**src/rtl/gray_code_pkg.sv**
```systemverilog
// Shared definitions for the Gray-code counter family.
//   cnt_width : output/count width for a given modulus
//   bin2gray  : binary to reflected Gray (up to MaxWidth bits)
//   gray2bin  : reflected Gray back to binary (used by benches)
package gray_code_pkg;

    localparam int unsigned MaxWidth = 32;

    // Width of the count for a modulus of at least 2.
    function automatic int unsigned cnt_width(input int unsigned mod_value);
        return $clog2(mod_value);
    endfunction

    function automatic logic [MaxWidth-1:0] bin2gray(input logic [MaxWidth-1:0] bin);
        return bin ^ (bin >> 1);
    endfunction

    // Each binary bit is the XOR of all Gray bits at or above it.
    function automatic logic [MaxWidth-1:0] gray2bin(input logic [MaxWidth-1:0] gray);
        logic [MaxWidth-1:0] bin;
        bin[MaxWidth-1] = gray[MaxWidth-1];
        for (int i = MaxWidth - 2; i >= 0; i--) begin
            bin[i] = bin[i+1] ^ gray[i];
        end
        return bin;
    endfunction

endpackage

```
**src/rtl/gray_code_bin2gray.sv**
```systemverilog
// Combinational W-bit binary to reflected Gray converter.
//   bin_i  : binary input
//   gray_o : Gray-coded output, bin_i ^ (bin_i >> 1)
module gray_code_bin2gray #(
    parameter int unsigned W = 3
) (
    input  logic [W-1:0] bin_i,
    output logic [W-1:0] gray_o
);

    assign gray_o = bin_i ^ (bin_i >> 1);

endmodule

```
**src/rtl/gray_code_up_counter.sv**
```systemverilog
// Free-running modulo-MOD_VALUE up counter with a Gray-coded output.
// The binary count is the only state; the Gray output is decoded
// combinationally from it so it changes one bit per step (except at the
// wrap when MOD_VALUE is not a power of two).
//   clk            : rising-edge clock
//   rst            : synchronous active-high reset, priority over counting
//   gray_count_out : current count in Gray code, width $clog2(MOD_VALUE)
// Optional macro GRAY_CNT_ASSERT_EN enables built-in concurrent assertions.
module gray_code_up_counter
    import gray_code_pkg::*;
#(
    parameter int unsigned MOD_VALUE = 8
) (
    input  logic                          clk,
    input  logic                          rst,
    output logic [cnt_width(MOD_VALUE)-1:0] gray_count_out
);

    localparam int unsigned W        = cnt_width(MOD_VALUE);
    localparam logic [W-1:0] MaxCount = W'(MOD_VALUE - 1);
    localparam bit          IsPow2   = ((MOD_VALUE & (MOD_VALUE - 1)) == 0);

    logic [W-1:0] count_binary;
    logic [W-1:0] count_binary_d;

    // Explicit compare covers non-power-of-two moduli; for powers of two it
    // matches natural overflow.
    always_comb begin
        count_binary_d = count_binary + W'(1);
        if (count_binary == MaxCount) begin
            count_binary_d = '0;
        end
    end

    always_ff @(posedge clk) begin
        if (rst) begin
            count_binary <= '0;
        end else begin
            count_binary <= count_binary_d;
        end
    end

    gray_code_bin2gray #(
        .W (W)
    ) u_bin2gray (
        .bin_i  (count_binary),
        .gray_o (gray_count_out)
    );

`ifdef GRAY_CNT_ASSERT_EN
    // Skip the first edge out of reset: the previous sample may predate reset.
    generate
        if (IsPow2) begin : g_onehot_chk
            a_one_bit_step : assert property (@(posedge clk) disable iff (rst)
                !$past(rst) |-> $onehot(gray_count_out ^ $past(gray_count_out)));
        end
    endgenerate

    a_in_range : assert property (@(posedge clk) disable iff (rst)
        count_binary <= MaxCount);

    a_zero_after_rst : assert property (@(posedge clk)
        rst |=> (gray_count_out == '0));
`else
    // Keeps IsPow2 referenced in the assertion-free build.
    logic unused_is_pow2;
    assign unused_is_pow2 = IsPow2;
`endif

endmodule

```
**config.mk**
```make
export PLATFORM = sky130hd
export DESIGN_NAME = gray_code_up_counter
export DESIGN_NICKNAME = d
export VERILOG_FILES = /design/src/rtl/gray_code_pkg.sv /design/src/rtl/gray_code_bin2gray.sv /design/src/rtl/gray_code_up_counter.sv
export SDC_FILE = /design/constraint.sdc
export NUM_CORES = 1
export LEC_CHECK = 0
export ABC_AREA = 1
export BUFFER_PORTS_ARGS = -buffer_cell sky130_fd_sc_hd__buf_2
export CAP_MARGIN = 30
export CORE_AREA = 10 10 47 49
export CTS_CLUSTER_SIZE = 14
export DETAILED_ROUTE_END_ITERATION = 10
export DIE_AREA = 0 0 57 59
export PLACE_DENSITY = 0.3
export SLEW_MARGIN = 5
export SYNTH_ARGS = -nofsm -noshare
export SYNTH_HDL_FRONTEND = slang
export SYNTH_SLANG_ARGS = --single-unit
```
**constraint.sdc**
```tcl
create_clock -name clk -period 1.65 [get_ports clk]
set_input_delay 0.495 -clock clk [delete_from_list [all_inputs] [get_ports clk]]
set_output_delay 0.495 -clock clk [all_outputs]
set_load 0.01 [all_outputs]
```
==> results_tabular.tex <==
\begin{tabular}{lr}
\hline
Metric & Value \\
\hline
\multicolumn{2}{l}{\textbf{Clock network}} \\
H-tree Lvls & 1 \\
Clock edge transition at the registers on the reported setup and hold paths & 0.04 ns \\
PostCTS Resize Cnt & 0 \\
Post-CTS Hold Buffers & 0 \\
Num Clock Sinks & 3 \\
CTS root buffer & sky130\_fd\_sc\_hd\_\_clkbuf\_4 \\
Number of post-CTS setup repair buffers & 0 \\
Clock tree from TritonCTS & done \\
Clock buffer depth & 2 \\
Clock latency reported for the late side of the worst-skew pair & 0.23 ns \\
Cts bufs inserted & 3 \\
\multicolumn{2}{l}{\textbf{Layout}} \\
Top Registers & count\_binary: 3 flops \\
Area added between synthesis and finish & 42.0\% \\
Utilization after layout & 14.2\% \\
Final cell count without fillers & 41 \\
Design area & 199 sq um \\
Number of flip-flops in the largest register & 3 \\
Antenna diode instance count & 0 \\
Share of post-route cells with drive strength above 1 & 32.0\% \\
Final net count & 30 \\
Commonest cells after routing, fill and taps aside & sky130\_fd\_sc\_hd\_\_nor2\_1, sky130\_fd\_sc\_hd\_\_inv\_1, sky130\_fd\_sc\_hd\_\_buf\_2 \\
Top register by number of flip-flops & count\_binary \\
\multicolumn{2}{l}{\textbf{Placement}} \\
Worst setup timing slack at the placement stage & 0.411 ns \\
Post-Place Cells & 37 \\
Instance area after placement & 173 sq um \\
Last weighted congestion value of the routability-driven placer & 0.604 \\
Port-buffer cells & 4 \\
\multicolumn{2}{l}{\textbf{Yosys}} \\
Share of the synthesized netlist area taken by xor and xnor gates & 0\% \\
Unique masters post-synth & 7 \\
Dominant combinational cell family by area after synthesis & simple AND/OR/NAND/NOR gates \\
Net Count, Synth & 22 \\
Share of synthesized cell area in and, or, nand and nor gates & 20.5\% \\
Multiplexer share of the synthesized area & 0\% \\
Syn Area/Cell & 7.79 sq um \\
Yosys warnings & 0 \\
Gate count after technology mapping & 18 \\
Synthesis-stage register bit count & 3 \\
Adder and majority cell fraction of the synthesized area & 17.9\% \\
Complex-gate fraction of the synthesized area & 0\% \\
Mapped cell area & 140 sq um \\
Sequential fraction of the synthesis area & 42.9\% \\
\multicolumn{2}{l}{\textbf{Floorplan}} \\
Effective utilization at floorplan & 10.0\% \\
DIE WIDTH & 57 um \\
Number of standard-cell rows in the floorplan & 14 \\
Full die area & 3360 sq um \\
DIE HEIGHT & 59 um \\
Core area & 1400 sq um \\
IO Count & 5 \\
\multicolumn{2}{l}{\textbf{Global routing}} \\
Largest net degree at the start of global routing & 5 \\
Vias in the first global route & 116 \\
Antenna violations before repair & 0 \\
Gr ovfl total & 0 \\
Wire length of the first global-routing pass & 420 um \\
Overall routing resource usage & 1.94\% \\
\multicolumn{2}{l}{\textbf{Timing}} \\
Remaining max-slew budget at the tightest pin & 91.4\% \\
Share of the clock period used by the worst path after layout & 89.9\% \\
Final TNS setup & 0 ns \\
Transition time at the pin with the least slew margin & 0.129 ns \\
Final setup skew & 0.00400 ns \\
Max-slew violation count & 0 \\
Hold violation total from the final report & 0 \\
FMAX & 0.674 GHz \\
Setup slack of the critical path after layout & 0.166 ns \\
Setup repair after global routing missed its margin & false \\
Hold slack & 0.420 ns \\
Count of endpoints failing setup in the final report & 0 \\
Clock period minus final worst setup slack & 1.48 ns \\
\multicolumn{2}{l}{\textbf{Drt}} \\
TritonRoute pass-1 iters & 4 \\
DR vias/cell & 2.83 \\
DRC violation total after the first TritonRoute iteration & 4 \\
Final routed DRC violation total & 0 \\
Final antenna-violating net count & 0 \\
Wire per inst & 6.90 um \\
Total wire length after detailed routing & 283 um \\
Number of vias after detailed routing & 116 \\
\multicolumn{2}{l}{\textbf{Critical path}} \\
Max FO, Critical Path & 2 \\
Crit path kind & flop to output port \\
Kind of end point of the critical path & output port \\
CP required & 1.15 ns \\
Startpoint type of the worst setup path & flop \\
Data arrival time of the critical path & 0.99 ns \\
\multicolumn{2}{l}{\textbf{Job}} \\
\# Max-Cap Violations & 0 \\
\multicolumn{2}{l}{\textbf{Hold path}} \\
Class of the tightest hold or removal check & flop to flop \\
\multicolumn{2}{l}{\textbf{Power and ir drop}} \\
Max VDD drop & 0.252 mV \\
Total Power & 0.246 mW \\
Leak & 0.113 nW \\
Power density over cell area & 1230 nW/um\^{}2 \\
\multicolumn{2}{l}{\textbf{Status}} \\
Outcome & complete, no violations \\
\hline
\end{tabular}
==> routing by layer <==
| metal | share of wire, % | GRT usage [%] | routed length (um) | vias up |
|---|---|---|---|---|
| met5 | 0 | 0 | 0 | - |
| met4 | 0 | 4.03 | 0 | 0 |
| met3 | 11 | 1.50 | 31 | 0 |
| met2 | 43 | 1.86 | 122 | 4 |
| met1 | 45 | 1.65 | 128 | 48 |
| li1 | - | - | - | 64 |
==> synth_stat cells (all sizes together) <==
| cell | instances | area (sq um) |
|---|---|---|
| nand2 | 2 | 10.0 |
| ha | 2 | 25.0 |
| nor2 | 5 | 18.8 |
| dfxtp | 3 | 60.1 |
| buf | 1 | 7.51 |
| inv | 5 | 18.8 |
==> critical path, stage by stage (launching register included) <==
cell,delay (ns)
sky130_fd_sc_hd__dfxtp_1,0.30
sky130_fd_sc_hd__ha_1,0.31
sky130_fd_sc_hd__buf_2,0.15
==> final cells by class <==
class / instances / area (sq um)
timing repair buffer: 4 / 20.0
inverter: 5 / 18.8
clock buffer: 4 / 26.3
multi-input combinational: 9 / 53.8
sequential: 3 / 60.1
fill: 172 / 1200
tap: 16 / 20.0
==> kinds of logic (layout without fill, tap and decap cells) <==
group	after synthesis	in the layout
flops	3	3
simple gates	7	7
fa+ha+maj	2	2
buf+inv	6	13
==> report_power, final <==
part | internal [mW] | switching, mW | leakage, nW | total [mW]
Combinational | 0.0152 | 0.0189 | 0.0736 | 0.0341
Clock | 0.0906 | 0.0369 | 0.0150 | 0.127
Sequential | 0.0793 | 0.00462 | 0.0248 | 0.0839
Total | 0.185 | 0.0605 | 0.113 | 0.246
==> path summary, 6_finish.rpt <==
check | endpoint | depth (start not counted) | startpoint | slack, ns
max | gray_count_out[0] | 2 | count_binary[0] | 0.17
min | count_binary[0] | 1 | count_binary[0] | 0.42
max reg2reg | count_binary[2] | 4 | count_binary[0] | 0.70
min reg2reg | count_binary[0] | 1 | count_binary[0] | 0.42
Power figures use the tool's default switching activity.
